==> config.mk <==
export PLATFORM = sky130hd
export DESIGN_NAME = mem_axi_master
export DESIGN_NICKNAME = d
export VERILOG_FILES = /design/src/rtl/mem_axi_master_pkg.sv /design/src/rtl/mem_axi_master.sv
export SDC_FILE = /design/constraint.sdc
export NUM_CORES = 1
export LEC_CHECK = 0
export BUFFER_PORTS_ARGS = -buffer_cell sky130_fd_sc_hd__buf_2
export CORE_AREA = 2 2 233 235
export CTS_BUF_LIST = sky130_fd_sc_hd__clkbuf_16
export DETAILED_ROUTE_END_ITERATION = 6
export DIE_AREA = 0 0 235 237
export PLACE_DENSITY = 0.48
export SETUP_SLACK_MARGIN = 0.2
export SLEW_MARGIN = 10
export SYNTH_ARGS = -nofsm -noshare
export SYNTH_HDL_FRONTEND = slang
export SYNTH_SLANG_ARGS = --single-unit
==> constraint.sdc <==
create_clock -name clk -period 1.4 [get_ports clk]
set_input_delay 0.28 -clock clk [delete_from_list [all_inputs] [get_ports clk]]
set_output_delay 0.28 -clock clk [all_outputs]
set_load 0.005 [all_outputs]
==> src/rtl/mem_axi_master_pkg.sv <==
// Shared types and constants for the MEM-stage AXI4-Lite data master.
package mem_axi_master_pkg;

    localparam int         AXI_DATA_W    = 64;
    localparam logic [1:0] AXI_RESP_OKAY = 2'b00;

    // Transaction sequencer states; DONE is a one-cycle hold-off before IDLE.
    typedef enum logic [2:0] {
        ST_IDLE    = 3'd0,
        ST_WR_REQ  = 3'd1,
        ST_WR_RESP = 3'd2,
        ST_RD_ADDR = 3'd3,
        ST_RD_DATA = 3'd4,
        ST_DONE    = 3'd5
    } axi_state_t;

    // Any response other than OKAY (SLVERR, DECERR, EXOKAY) is flagged to MEM.
    function automatic logic resp_is_err(input logic [1:0] resp);
        return resp != AXI_RESP_OKAY;
    endfunction

endpackage

==> src/rtl/mem_axi_master.sv <==
// AXI4-Lite data-side master fed by the MEM stage ram_* request bundle.
// One AXI transaction per accepted request (write first when both are set),
// busy held through a one-cycle DONE state so MEM cannot re-issue while the
// pipeline stall is being released.
module mem_axi_master
    import mem_axi_master_pkg::*;
#(
    parameter  int ADDR_W = 64,
    parameter  int DATA_W = AXI_DATA_W,
    localparam int STRB_W = DATA_W / 8
) (
    input  logic              clk,
    input  logic              rst,

    input  logic              ram_ren_i,
    input  logic              ram_wen_i,
    input  logic [ADDR_W-1:0] ram_raddr_i,
    input  logic [ADDR_W-1:0] ram_waddr_i,
    input  logic [DATA_W-1:0] ram_wdata_i,
    input  logic [DATA_W-1:0] ram_wmask_i,
    output logic [DATA_W-1:0] ram_rdata_o,
    output logic              axi_busy_o,
    output logic              done_o,
    output logic              err_o,

    output logic [ADDR_W-1:0] m_araddr_o,
    output logic              m_arvalid_o,
    input  logic              m_arready_i,

    input  logic [DATA_W-1:0] m_rdata_i,
    input  logic [1:0]        m_rresp_i,
    input  logic              m_rvalid_i,
    output logic              m_rready_o,

    output logic [ADDR_W-1:0] m_awaddr_o,
    output logic              m_awvalid_o,
    input  logic              m_awready_i,

    output logic [DATA_W-1:0] m_wdata_o,
    output logic [STRB_W-1:0] m_wstrb_o,
    output logic              m_wvalid_o,
    input  logic              m_wready_i,

    input  logic [1:0]        m_bresp_i,
    input  logic              m_bvalid_i,
    output logic              m_bready_o
);

    axi_state_t        state_reg;
    axi_state_t        state_next;

    logic [ADDR_W-1:0] raddr_reg;
    logic [ADDR_W-1:0] waddr_reg;
    logic [DATA_W-1:0] wdata_reg;
    logic [STRB_W-1:0] wstrb_reg;
    logic [STRB_W-1:0] wstrb_next;
    logic [DATA_W-1:0] rdata_reg;
    logic              pend_rd_reg;
    logic              aw_done_reg;
    logic              w_done_reg;
    logic              err_reg;

    logic              accept_wr;
    logic              accept_rd;
    logic              aw_fire;
    logic              w_fire;

    // A byte lane is written if any bit of its mask byte is set.
    generate
        for (genvar gi = 0; gi < STRB_W; gi++) begin : g_strb
            assign wstrb_next[gi] = |ram_wmask_i[8*gi +: 8];
        end
    endgenerate

    assign accept_wr = (state_reg == ST_IDLE) && ram_wen_i;
    assign accept_rd = (state_reg == ST_IDLE) && ram_ren_i;
    assign aw_fire   = m_awvalid_o && m_awready_i;
    assign w_fire    = m_wvalid_o  && m_wready_i;

    // Payload comes only from captured registers, never straight from MEM.
    assign m_araddr_o  = raddr_reg;
    assign m_awaddr_o  = waddr_reg;
    assign m_wdata_o   = wdata_reg;
    assign m_wstrb_o   = wstrb_reg;
    assign ram_rdata_o = rdata_reg;

    // State register; reset abandons any in-flight transaction.
    always_ff @(posedge clk) begin
        if (!rst) begin
            state_reg <= ST_IDLE;
        end else begin
            state_reg <= state_next;
        end
    end

    // Request capture, per-channel handshake tracking, response collection.
    always_ff @(posedge clk) begin
        if (!rst) begin
            raddr_reg   <= '0;
            waddr_reg   <= '0;
            wdata_reg   <= '0;
            wstrb_reg   <= '0;
            rdata_reg   <= '0;
            pend_rd_reg <= 1'b0;
            aw_done_reg <= 1'b0;
            w_done_reg  <= 1'b0;
            err_reg     <= 1'b0;
        end else begin
            case (state_reg)
                ST_IDLE: begin
                    if (accept_wr) begin
                        waddr_reg <= ram_waddr_i;
                        wdata_reg <= ram_wdata_i;
                        wstrb_reg <= wstrb_next;
                    end
                    if (accept_rd) begin
                        raddr_reg <= ram_raddr_i;
                    end
                    if (accept_wr || accept_rd) begin
                        pend_rd_reg <= accept_wr && accept_rd;
                        aw_done_reg <= 1'b0;
                        w_done_reg  <= 1'b0;
                        err_reg     <= 1'b0;
                    end
                end
                ST_WR_REQ: begin
                    if (aw_fire) begin
                        aw_done_reg <= 1'b1;
                    end
                    if (w_fire) begin
                        w_done_reg <= 1'b1;
                    end
                end
                ST_WR_RESP: begin
                    if (m_bvalid_i) begin
                        pend_rd_reg <= 1'b0;
                        if (resp_is_err(m_bresp_i)) begin
                            err_reg <= 1'b1;
                        end
                    end
                end
                ST_RD_DATA: begin
                    if (m_rvalid_i) begin
                        rdata_reg <= m_rdata_i;
                        if (resp_is_err(m_rresp_i)) begin
                            err_reg <= 1'b1;
                        end
                    end
                end
                default: begin
                end
            endcase
        end
    end

    // Next-state and state-decoded AXI/pipeline outputs.
    always_comb begin
        state_next  = state_reg;
        m_arvalid_o = 1'b0;
        m_rready_o  = 1'b0;
        m_awvalid_o = 1'b0;
        m_wvalid_o  = 1'b0;
        m_bready_o  = 1'b0;
        axi_busy_o  = (state_reg != ST_IDLE);
        done_o      = 1'b0;
        err_o       = 1'b0;

        case (state_reg)
            ST_IDLE: begin
                if (ram_wen_i) begin
                    state_next = ST_WR_REQ;
                end else if (ram_ren_i) begin
                    state_next = ST_RD_ADDR;
                end
            end
            ST_WR_REQ: begin
                // AW and W are independent; each valid stays up until its own handshake.
                m_awvalid_o = !aw_done_reg;
                m_wvalid_o  = !w_done_reg;
                if ((aw_done_reg || m_awready_i) && (w_done_reg || m_wready_i)) begin
                    state_next = ST_WR_RESP;
                end
            end
            ST_WR_RESP: begin
                m_bready_o = 1'b1;
                if (m_bvalid_i) begin
                    state_next = pend_rd_reg ? ST_RD_ADDR : ST_DONE;
                end
            end
            ST_RD_ADDR: begin
                m_arvalid_o = 1'b1;
                if (m_arready_i) begin
                    state_next = ST_RD_DATA;
                end
            end
            ST_RD_DATA: begin
                m_rready_o = 1'b1;
                if (m_rvalid_i) begin
                    state_next = ST_DONE;
                end
            end
            ST_DONE: begin
                // Request inputs are deliberately ignored here.
                done_o     = 1'b1;
                err_o      = err_reg;
                state_next = ST_IDLE;
            end
            default: begin
                state_next = ST_IDLE;
            end
        endcase
    end

endmodule

==> run_results.csv, run 1 <==
group,metric,value,unit
worst_setup_path,regToRegStartpoint,"state_reg[1]$_SDFFE_PN0P_",
placed_design,placedCellCount,2466,
pwr,pwr-share-comb,0.363,
worst_setup_path,cp.required,1120,ps
timing,slew_viol_final,0,
clock_tree,worst_setup_hold_path_clk_slew,60,ps
cells_and_area,num-fill-cells,5410,
timing,max_freq,578,MHz
detailed_routing,wl_per_cell,16.3,um
pwr,power.share.clock,0.294,
synth,synth.net_count,1547,
worst_setup_path,critical_path.reg2reg.endpoint,"m_araddr_o[4]$_SDFFE_PN0P_",
cells_and_area,final_layout_size_suffix_gt1_frac,0.421,
synth,synthesis.instances,1214,
worst_setup_path,worst-setup-path-type,"reg2out",
pwr,power_leakage,9.03,nW
worst_setup_path,start_kind,"flop",
placed_design,io_buffer_count,604,
detailed_routing,drt_pass1_iterations,5,
timing,rsz0062_at_grt,"yes",
synth,post_synth_num_cell_types,40,
clock_tree,cts-buffers-inserted,34,
synth,async_flop_share,0,
detailed_routing,final_antenna_net_count,0,
detailed_routing,met1_length,20400,um
worst_setup_path,critPathCaptureType,"output pin",
die,die_height,237,um
detailed_routing,dr_total_vias,11939,
clock_tree,clk-insertion-delay-late,520,ps
die,placeableCoreArea,53300,um2
detailed_routing,drt-total-wl,46300,um
detailed_routing,top_signal_layer_used,"met4",
hold_path,worstHoldPathType,"in2reg",
worst_setup_path,critPathCapture,"err_o",
synth,synth_sequential_area_ratio,0.523,
pwr,p_seq_frac,0.343,
die,floorplan.die_area,55700,um2
die,die_width,235,um
cells_and_area,finish.net_count,2454,
clock_tree,clkSinkCount,271,
global_route,grt_antenna_before_repair,0,
timing,finalHoldWorstSlack,39.1,ps
global_route,grt_first_pass_wirelength,65500,um
pwr,p_int,19.3,mW
clock_tree,h-tree-depth,2,
timing,timing.slew.headroom,0.669,
worst_setup_path,worst_r2r_path_depth,8,
status,failed_checks,"negative setup slack",
detailed_routing,detail_route.vias_per_cell,4.20,
clock_tree,clock-root-buffer,"sky130_fd_sc_hd__clkbuf_16",
synth,post_synth.cell_area_avg,8.54,um2
synth,synth_enable_flop_cells,0,
detailed_routing,met2WireLength,21700,um
timing,final.setup_skew,13.5,ps
timing,worst_slack,-330,ps
global_route,total_global_routing_overflow,0,
cells_and_area,final_common_cell,"sky130_fd_sc_hd__buf_2",
timing,tightest_slew,492,ps
cells_and_area,syn_to_final_growth,89.4,%
synth,yosys_warnings,0,
die,io-pin-count,605,
die,initial_core_utilization,0.195,
clock_tree,clk_path_buf_depth,3,
cells_and_area,layout.cells.most_common_list,"sky130_fd_sc_hd__buf_2 (557), sky130_fd_sc_hd__nand2_1 (474), sky130_fd_sc_hd__dlygate4sd3_1 (248), sky130_fd_sc_hd__dfxtp_1 (213), sky130_fd_sc_hd__a21boi_1 (135)",
pwr,netSwitchingFraction,0.320,
timing,finalCritPeriodShare,1.24,
status,status,"complete, but fails checks",
clock_tree,tritoncts,"built",
global_route,grt_total_usage,0.146,
timing,final_setup_violations,275,
global_route,first_global_vias,11831,
synth,postSynthRegisterBits,271,
placed_design,place_hpwl,29000,um
placed_design,placed_area,14400,um2
run,maxCapViolations,0,
worst_setup_path,crit_path_max_fanout,8,
placed_design,place_congestion,1.00,
worst_setup_path,cp_data_arrival_time,1450,ps
pwr,max-vdd-ir-drop,0.947,mV
cells_and_area,finish.instance_area,19600,um2
detailed_routing,number_of_drc_violations_after_detailed_routing_iteration_0,405,
pwr,power_per_cell_area,1440,nW/um2
cells_and_area,layout.core_utilization,0.369,
synth,synth.cell_area,10400,um2
timing,timing.final.hold_violations,0,
pwr,power_switching,9.05,mW
detailed_routing,route.detailed.drc,0,
timing,final_period_minus_worst_setup_slack,1730,ps
detailed_routing,wl_met3,2950,um
cells_and_area,finish.cell_count_without_fillers,2841,
worst_setup_path,worst-r2r-setup-slack,-260,ps
worst_setup_path,critPathLaunch,"state_reg[2]$_SDFFE_PN0P_",
global_route,grt_start_max_net_pins,65,
die,num_rows,85,
synth,dominantRegCellSynth,"sky130_fd_sc_hd__dfxtp_1",
-- final cells by class --
type	instances	area [um2]	share of cell area
clock inverters	24	158	0.00803
repair buffers	960	7410	0.377
diodes	1	2.50	0.000127
inverters	2	7.51	0.000382
clock buffers	35	876	0.0446
well taps	696	871	0.0443
multi-input cells	852	4810	0.245
flip-flops and latches	271	5510	0.280
-- cell usage after synthesis (all sizes together), types with 2 or more instances --
cell type	number	area, um2
dfxtp	271	5430
nand3	11	60.1
o21ai	2	10.0
a21boi	256	1960
buf	39	304
o211a	8	80.1
a21oi	4	20.0
clkbuf	51	191
nand2	518	1970
inv	2	7.51
nor4	16	100
and2	6	37.5
nor2	10	37.5
nand2b	2	12.5
-- worst min path at each step --
stage	startpoint	end	slack (ps)	depth (start not counted)
3_3_place_gp	ram_rdata_o[51]$_SDFFE_PN0P_	ram_rdata_o[51]$_SDFFE_PN0P_	440	2
5_1_grt	m_rdata_i[42]	ram_rdata_o[42]$_SDFFE_PN0P_	8	3
4_1_cts	m_rdata_i[42]	ram_rdata_o[42]$_SDFFE_PN0P_	2	3
6_report	ram_raddr_i[0]	m_araddr_o[0]$_SDFFE_PN0P_	40	3
3_5_place_dp	m_awaddr_o[7]$_SDFFE_PN0P_	m_awaddr_o[7]$_SDFFE_PN0P_	440	2
2_1_floorplan	m_rdata_i[23]	ram_rdata_o[23]$_SDFFE_PN0P_	410	2
-- cell families (layout without fill, tap and decap cells) --
logic type | count (synthesis) | count (layout) | share of synthesized area
other | 0 | 1 | 0
and+or+nand+nor | 572 | 573 | 0.221
AOI/OAI and AO/OA | 278 | 278 | 0.206
muxes | 1 | 1 | 0.000965
buffers and inverters | 92 | 1021 | 0.0485
DFF | 271 | 271 | 0.523
-- stage by stage --
| step | TNS [ps] | setup WS, ps | total power, mW |
|---|---|---|---|
| 6_report | -32230 | -330 | 28.3 |
| 5_1_grt | -51100 | -415 | 30.0 |
| 4_1_cts | -31580 | -375 | 27.0 |
| 3_5_place_dp | -6780 | -140 | 16.6 |
| 3_3_place_gp | -2350 | -91.9 | 16.4 |
| 2_1_floorplan | 0 | 59.9 | 13.2 |
-- worst max-delay path, stage by stage, from the launching register on --
cell and delay (ps):
sky130_fd_sc_hd__dfxtp_2 350, sky130_fd_sc_hd__buf_6 140, sky130_fd_sc_hd__nor2b_4 160, sky130_fd_sc_hd__and3_4 190, sky130_fd_sc_hd__buf_6 90
-- routing by layer --
layer  vias up  GRT usage
li1       5791          -
met1      5611      0.180
met2       439      0.245
met3        98     0.0391
met4         0     0.0545
met5         -          0
-- power groups by stage --
stage,logic (mW),clock network [mW],registers [mW]
2_1_floorplan,3.34,0,9.84
3_3_place_gp,6.74,0,9.70
3_5_place_dp,6.83,0,9.75
4_1_cts,8.68,8.66,9.61
5_1_grt,11.1,8.95,9.87
6_report,10.3,8.33,9.73
-- repair_timing --
item | in CTS | in global routing
endpoints found under the setup margin | 543 | 543
pin swaps | 8 | 63
buffers inserted | 16 | 27
gates cloned | 9 | 15
resized for setup | 35 | 237
hold endpoints to repair | 248 | 0
hold buffers | 248 | 0
(Power assumes the default switching activity.)
==> inputs of run 2 (changes only) <==
--- a/config.mk
+++ b/config.mk
@@ -10,6 +10,7 @@
 export CTS_BUF_LIST = sky130_fd_sc_hd__clkbuf_16
 export DETAILED_ROUTE_END_ITERATION = 6
 export DIE_AREA = 0 0 235 237
+export HOLD_SLACK_MARGIN = 0.1
 export PLACE_DENSITY = 0.48
 export SETUP_SLACK_MARGIN = 0.2
 export SLEW_MARGIN = 10
==> run 2 against run 1 <==
Against the previous run: combinational power is 7% lower; critical path type unchanged; count of clock-buffer cells in the layout is the same; wire length shrank 1.5%; clock skew increased by 1.4 ps; final area fell by 0.18%; largest power group is now registers; via count rose by 0.72%; the flow still finishes with violations (negative setup slack).
==> run_results.csv, run 2 (synthesis results as in run 1) <==
group,metric,value,unit
worst_setup_path,crit_path_max_fanout,8,
placed_design,place_ws,-140,ps
worst_setup_path,worst-r2r-setup-slack,-230,ps
timing,worst_slack,-334,ps
status,status,"complete, but fails checks",
die,die_width,235,um
timing,final_period_minus_worst_setup_slack,1730,ps
worst_setup_path,worst-setup-path-type,"reg2out",
cells_and_area,final_layout_size_suffix_gt1_frac,0.380,
die,initial_core_utilization,0.195,
run,maxCapViolations,0,
die,num_rows,85,
clock_tree,worst_setup_hold_path_clk_slew,60,ps
status,failed_checks,"negative setup slack",
worst_setup_path,cp_data_arrival_time,1450,ps
detailed_routing,final_antenna_net_count,0,
global_route,grt_first_pass_wirelength,66900,um
detailed_routing,drt_pass1_iterations,5,
detailed_routing,detail_route.vias_per_cell,4.18,
worst_setup_path,worstPathBufferInverterCount,2,
worst_setup_path,timing.critical_path.max_delay_family,"flip-flops",
pwr,report.power.total,27.6,mW
timing,max_freq,577,MHz
pwr,max-vdd-ir-drop,0.854,mV
clock_tree,clk-insertion-delay-late,520,ps
die,floorplan.die_area,55700,um2
worst_setup_path,critical_path.slowest_cell,"sky130_fd_sc_hd__dfxtp_2",
placed_design,place_congestion,1.00,
global_route,routing_usage_on_met2,0.251,
die,io-pin-count,605,
cells_and_area,final_common_cell,"sky130_fd_sc_hd__buf_2",
timing,timing.final.hold_violations,0,
clock_tree,clk_path_buf_depth,3,
detailed_routing,dr_total_vias,12025,
worst_setup_path,critical_path.most_common_cell,"sky130_fd_sc_hd__buf_6",
pwr,power_leakage,9.07,nW
worst_setup_path,start_kind,"flop",
timing,final.setup_skew,14.9,ps
clock_tree,clkSinkCount,271,
detailed_routing,route.detailed.drc,0,
detailed_routing,number_of_drc_violations_after_detailed_routing_iteration_0,366,
clock_tree,tritoncts,"built",
cells_and_area,finish.cell_count_without_fillers,2876,
placed_design,placedCellCount,2466,
timing,final_setup_violations,273,
cells_and_area,finish.net_count,2489,
clock_tree,h-tree-depth,2,
placed_design,place_hpwl,29000,um
global_route,globalRouteMet1Util,0.182,
timing,finalCritPeriodShare,1.24,
global_route,grt_start_max_net_pins,65,
cells_and_area,num-fill-cells,5388,
global_route,first_global_vias,12208,
global_route,use_met3,0.0373,
timing,slew_viol_final,0,
worst_setup_path,critPathCaptureType,"output pin",
global_route,globalRoute.busiestLayer,"met2",
worst_setup_path,cp.required,1120,ps
global_route,grt_antenna_before_repair,2,
clock_tree,clock-root-buffer,"sky130_fd_sc_hd__clkbuf_16",
worst_setup_path,crit_path_cell_trace,"buf_6, nor2b_4, and3_4, buf_6",
pwr,power_per_cell_area,1410,nW/um2
clock_tree,cts-buffers-inserted,34,
hold_path,worstHoldPathType,"in2reg",
timing,timing.setup.tns,-30940,ps
worst_setup_path,biggest_cell_delay_along_the_critical_path,350,ps
timing,tightest_slew,469,ps
cells_and_area,layout.cells.most_common_list,"sky130_fd_sc_hd__buf_2 (599), sky130_fd_sc_hd__nand2_1 (474), sky130_fd_sc_hd__dlygate4sd3_1 (302), sky130_fd_sc_hd__dfxtp_1 (268), sky130_fd_sc_hd__a21boi_1 (132)",
die,die_height,237,um
timing,rsz0062_at_grt,"yes",
timing,timing.slew.headroom,0.684,
global_route,grt_total_usage,0.150,
die,placeableCoreArea,53300,um2
global_route,total_global_routing_overflow,0,
detailed_routing,wl_per_cell,15.9,um
cells_and_area,syn_to_final_growth,89.0,%
detailed_routing,drt-total-wl,45600,um
placed_design,io_buffer_count,604,
## run 2: cell types whose count changed in the layout (fill, tap and decap cells not counted), moves of 10 or more
cell	previous run	this run
sky130_fd_sc_hd__dfxtp_1	213	268
sky130_fd_sc_hd__dlygate4sd3_1	248	302
sky130_fd_sc_hd__dfxtp_2	54	1
sky130_fd_sc_hd__buf_6	67	22
sky130_fd_sc_hd__buf_2	557	599
sky130_fd_sc_hd__buf_4	40	30
## run 2: final timing paths
path	from	to	cells after the start
worst max-delay path	state_reg[2]$_SDFFE_PN0P_	err_o	4
worst min-delay path	ram_wmask_i[47]	m_wstrb_o[5]$_SDFFE_PN0P_	4
worst max register to register	state_reg[1]$_SDFFE_PN0P_	m_araddr_o[26]$_SDFFE_PN0P_	8
worst min register to register	m_awaddr_o[7]$_SDFFE_PN0P_	m_awaddr_o[7]$_SDFFE_PN0P_	2
## run 2: per-stage QoR
| step | hold slack (ps) | utilization | area, um2 |
|---|---|---|---|
| final | 149 | 0.368 | 19600 |
| after global routing | 135 | 0.368 | 19600 |
| after CTS | 100 | 0.355 | 18900 |
| after detailed placement | 442 | 0.270 | 14400 |
| after global placement | 437 | 0.270 | 14400 |
| after floorplan | 407 | - | 10400 |
## run 2: report_power, final
group	internal (mW)	switching (mW)	total, mW
sequential	8.97	0.656	9.63
clock	4.88	3.45	8.33
combinational	4.93	4.70	9.63
## run 2: worst reg2reg max path, cell delays in order (launching register included)
cell and delay (ps):
sky130_fd_sc_hd__dfxtp_4 360, sky130_fd_sc_hd__nor3_2 200, sky130_fd_sc_hd__buf_4 150, sky130_fd_sc_hd__buf_6 100
sky130_fd_sc_hd__and2_4 250, sky130_fd_sc_hd__buf_6 140, sky130_fd_sc_hd__buf_16 130, sky130_fd_sc_hd__nand2_1 80
sky130_fd_sc_hd__a21boi_1 140
## run 2: repair_timing
item	in CTS	in global routing
endpoints found under the hold margin	266	0
gates cloned	9	10
hold buffers	302	0
setup endpoints to repair	543	543
resized for setup	35	129
pin swaps	8	63
buffers inserted	16	13
## run 2: area by class of cell
class | instances | area (um2) | area share
inverter | 2 | 7.51 | 0.000383
antenna | 1 | 2.50 | 0.000128
timing repair buffer | 995 | 7440 | 0.380
clock inverter | 24 | 158 | 0.00804
clock buffer | 35 | 876 | 0.0447
tap | 696 | 871 | 0.0444
sequential | 271 | 5430 | 0.277
multi-input combinational | 852 | 4810 | 0.245
## run 2: layer usage
layer,part of all wire,vias up
li1,-,5859
met5,0.00015,-
met1,0.43,5607
met4,0.034,2
met3,0.062,108
met2,0.48,449
==> inputs of run 3 (changes only) <==
--- a/config.mk
+++ b/config.mk
@@ -5,15 +5,16 @@
 export SDC_FILE = /design/constraint.sdc
 export NUM_CORES = 1
 export LEC_CHECK = 0
-export BUFFER_PORTS_ARGS = -buffer_cell sky130_fd_sc_hd__buf_2
 export CORE_AREA = 2 2 233 235
 export CTS_BUF_LIST = sky130_fd_sc_hd__clkbuf_16
 export DETAILED_ROUTE_END_ITERATION = 6
 export DIE_AREA = 0 0 235 237
+export DONT_BUFFER_PORTS = 1
 export HOLD_SLACK_MARGIN = 0.1
-export PLACE_DENSITY = 0.48
+export PLACE_DENSITY = 0.37
 export SETUP_SLACK_MARGIN = 0.2
 export SLEW_MARGIN = 10
 export SYNTH_ARGS = -nofsm -noshare
 export SYNTH_HDL_FRONTEND = slang
 export SYNTH_SLANG_ARGS = --single-unit
+export TNS_END_PERCENT = 1
==> run 3 against run 2 <==
Against the previous run: the run ends with negative hold slack, negative setup slack left; maximum frequency fell by 1.3%; sequential share of layout area is 8.4 points higher; global-route usage is 2.4 points lower; register-to-register slack got worse by 40 ps; final area is 23% lower; count of clock-buffer cells in the layout rose by 2; largest power group unchanged; highest routed layer unchanged; die area unchanged.
==> run_results.csv, run 3 (synthesis results as in run 1) <==
group,metric,value,unit
status,status,"complete, but fails checks",
status,failed_checks,"negative hold slack, negative setup slack",
worst_setup_path,worst_r2r_path_depth,6,
worst_setup_path,cell_depth_of_the_worst_setup_path,4,
worst_setup_path,biggest_cell_delay_along_the_critical_path,370,ps
cells_and_area,layout.core_utilization,0.283,
timing,rsz0062_at_grt,"yes",
die,floorplan.die_area,55700,um2
timing,slew_viol_final,0,
run,maxCapViolations,0,
detailed_routing,drt_pass1_iterations,4,
clock_tree,clock-root-buffer,"sky130_fd_sc_hd__clkbuf_16",
worst_setup_path,cp.required,1120,ps
worst_setup_path,worstPathBufferInverterCount,2,
die,io-pin-count,605,
placed_design,placed_area,11200,um2
detailed_routing,route.detailed.drc,0,
die,die_width,235,um
worst_setup_path,cp_data_arrival_time,1480,ps
clock_tree,clk_path_buf_depth,3,
hold_path,hold_path_depth,1,
clock_tree,tritoncts,"built",
detailed_routing,drt-total-wl,37000,um
clock_tree,clk-insertion-delay-late,520,ps
placed_design,place_congestion,0.866,
pwr,power_leakage,5.54,nW
cells_and_area,final_common_cell,"sky130_fd_sc_hd__nand2_1",
global_route,total_global_routing_overflow,0,
detailed_routing,wl_per_cell,16.9,um
worst_setup_path,critical_path.slowest_cell,"sky130_fd_sc_hd__dfxtp_4",
worst_setup_path,crit_path_max_fanout,5,
timing,max_freq,569,MHz
worst_setup_path,worst-setup-path-type,"reg2out",
timing,finalHoldWorstSlack,-105,ps
worst_setup_path,critPathCaptureType,"output pin",
pwr,max-vdd-ir-drop,0.705,mV
timing,timing.final.hold_violations,42,
detailed_routing,detail_route.vias_per_cell,4.18,
clock_tree,clkSinkCount,271,
placed_design,io_buffer_count,0,
die,placeableCoreArea,53300,um2
worst_setup_path,start_kind,"flop",
global_route,first_global_vias,9248,
detailed_routing,number_of_drc_violations_after_detailed_routing_iteration_0,437,
global_route,grt_start_max_net_pins,272,
detailed_routing,dr_total_vias,9154,
timing,final_setup_violations,264,
timing,timing.setup.tns,-36460,ps
timing,tightest_slew,851,ps
placed_design,place_hpwl,25700,um
clock_tree,cts-buffers-inserted,34,
die,initial_core_utilization,0.195,
cells_and_area,syn_to_final_growth,45.2,%
global_route,grt_total_usage,0.126,
worst_setup_path,critical_path.most_common_cell,"sky130_fd_sc_hd__buf_6",
timing,final.setup_skew,9.63,ps
timing,worst_slack,-356,ps
global_route,grt_antenna_before_repair,6,
worst_setup_path,crit_path_cell_trace,"buf_6, buf_6, nor2b_4, and3_4",
hold_path,worstHoldPathType,"in2reg",
cells_and_area,layout.cells.most_common_list,"sky130_fd_sc_hd__nand2_1 (501), sky130_fd_sc_hd__dfxtp_1 (261), sky130_fd_sc_hd__dlygate4sd3_1 (251), sky130_fd_sc_hd__a21boi_1 (217), sky130_fd_sc_hd__clkbuf_16 (37)",
cells_and_area,finish.net_count,1799,
cells_and_area,final_layout_size_suffix_gt1_frac,0.104,
clock_tree,cts-hold-fix-buffers,251,
clock_tree,h-tree-depth,2,
worst_setup_path,timing.critical_path.max_delay_family,"flip-flops",
timing,finalCritPeriodShare,1.25,
timing,timing.slew.headroom,0.432,
global_route,grt_first_pass_wirelength,55300,um
clock_tree,worst_setup_hold_path_clk_slew,60,ps
cells_and_area,finish.instance_area,15100,um2
timing,final_period_minus_worst_setup_slack,1760,ps
die,die_height,237,um
pwr,power_per_cell_area,1600,nW/um2
die,num_rows,85,
detailed_routing,final_antenna_net_count,0,
[run 3: area by class of cell]
cell class	count	area, um2
clock inverters	20	81.3
flip-flops and latches	271	5450
inverters	2	7.51
repair buffers	306	3140
well taps	696	871
fillers	5714	38200
diodes	6	15.0
clock buffers	37	926
multi-input cells	851	4570
[run 3: timing repair]
item	CTS	global route
resized for setup	147	21
buffers inserted	11	3
setup endpoints to repair	477	507
hold endpoints to repair	271	271
pin swaps	15	7
gates cloned	0	0
[run 3: worst paths after layout]
check | startpoint | slack [ps] | to
min | rst | -110 | pend_rd_reg$_SDFFE_PN0P_
max | state_reg[2]$_SDFFE_PN0P_ | -360 | err_o
max reg2reg | state_reg[2]$_SDFFE_PN0P_ | -270 | m_awaddr_o[13]$_SDFFE_PN0P_
min reg2reg | m_araddr_o[4]$_SDFFE_PN0P_ | 470 | m_araddr_o[4]$_SDFFE_PN0P_
[run 3: metal layers]
metal | up-vias | wire (um) | global-route usage
li1 | 4465 | - | -
met1 | 4264 | 14700 | 0.144
met2 | 350 | 17700 | 0.210
met3 | 73 | 3270 | 0.0479
met4 | 2 | 1190 | 0.0489
met5 | - | 79 | 0.0104
[run 3: stage by stage]
| stage | power [mW] | cells | setup WS, ps |
|---|---|---|---|
| 3_3_place_gp | 14.9 | 1861 | -148 |
| 2_1_floorplan | 13.1 | 1214 | 59.4 |
| 3_5_place_dp | 15.0 | 1861 | -178 |
| 4_1_cts | 24.4 | 2180 | -398 |
| 5_1_grt | 25.5 | 2189 | -420 |
| 6_report | 24.0 | 2189 | -356 |
[run 3: power by group]
part	internal, mW	switching [mW]
combinational	2.74	3.15
clock	4.70	3.33
sequential	9.00	1.14
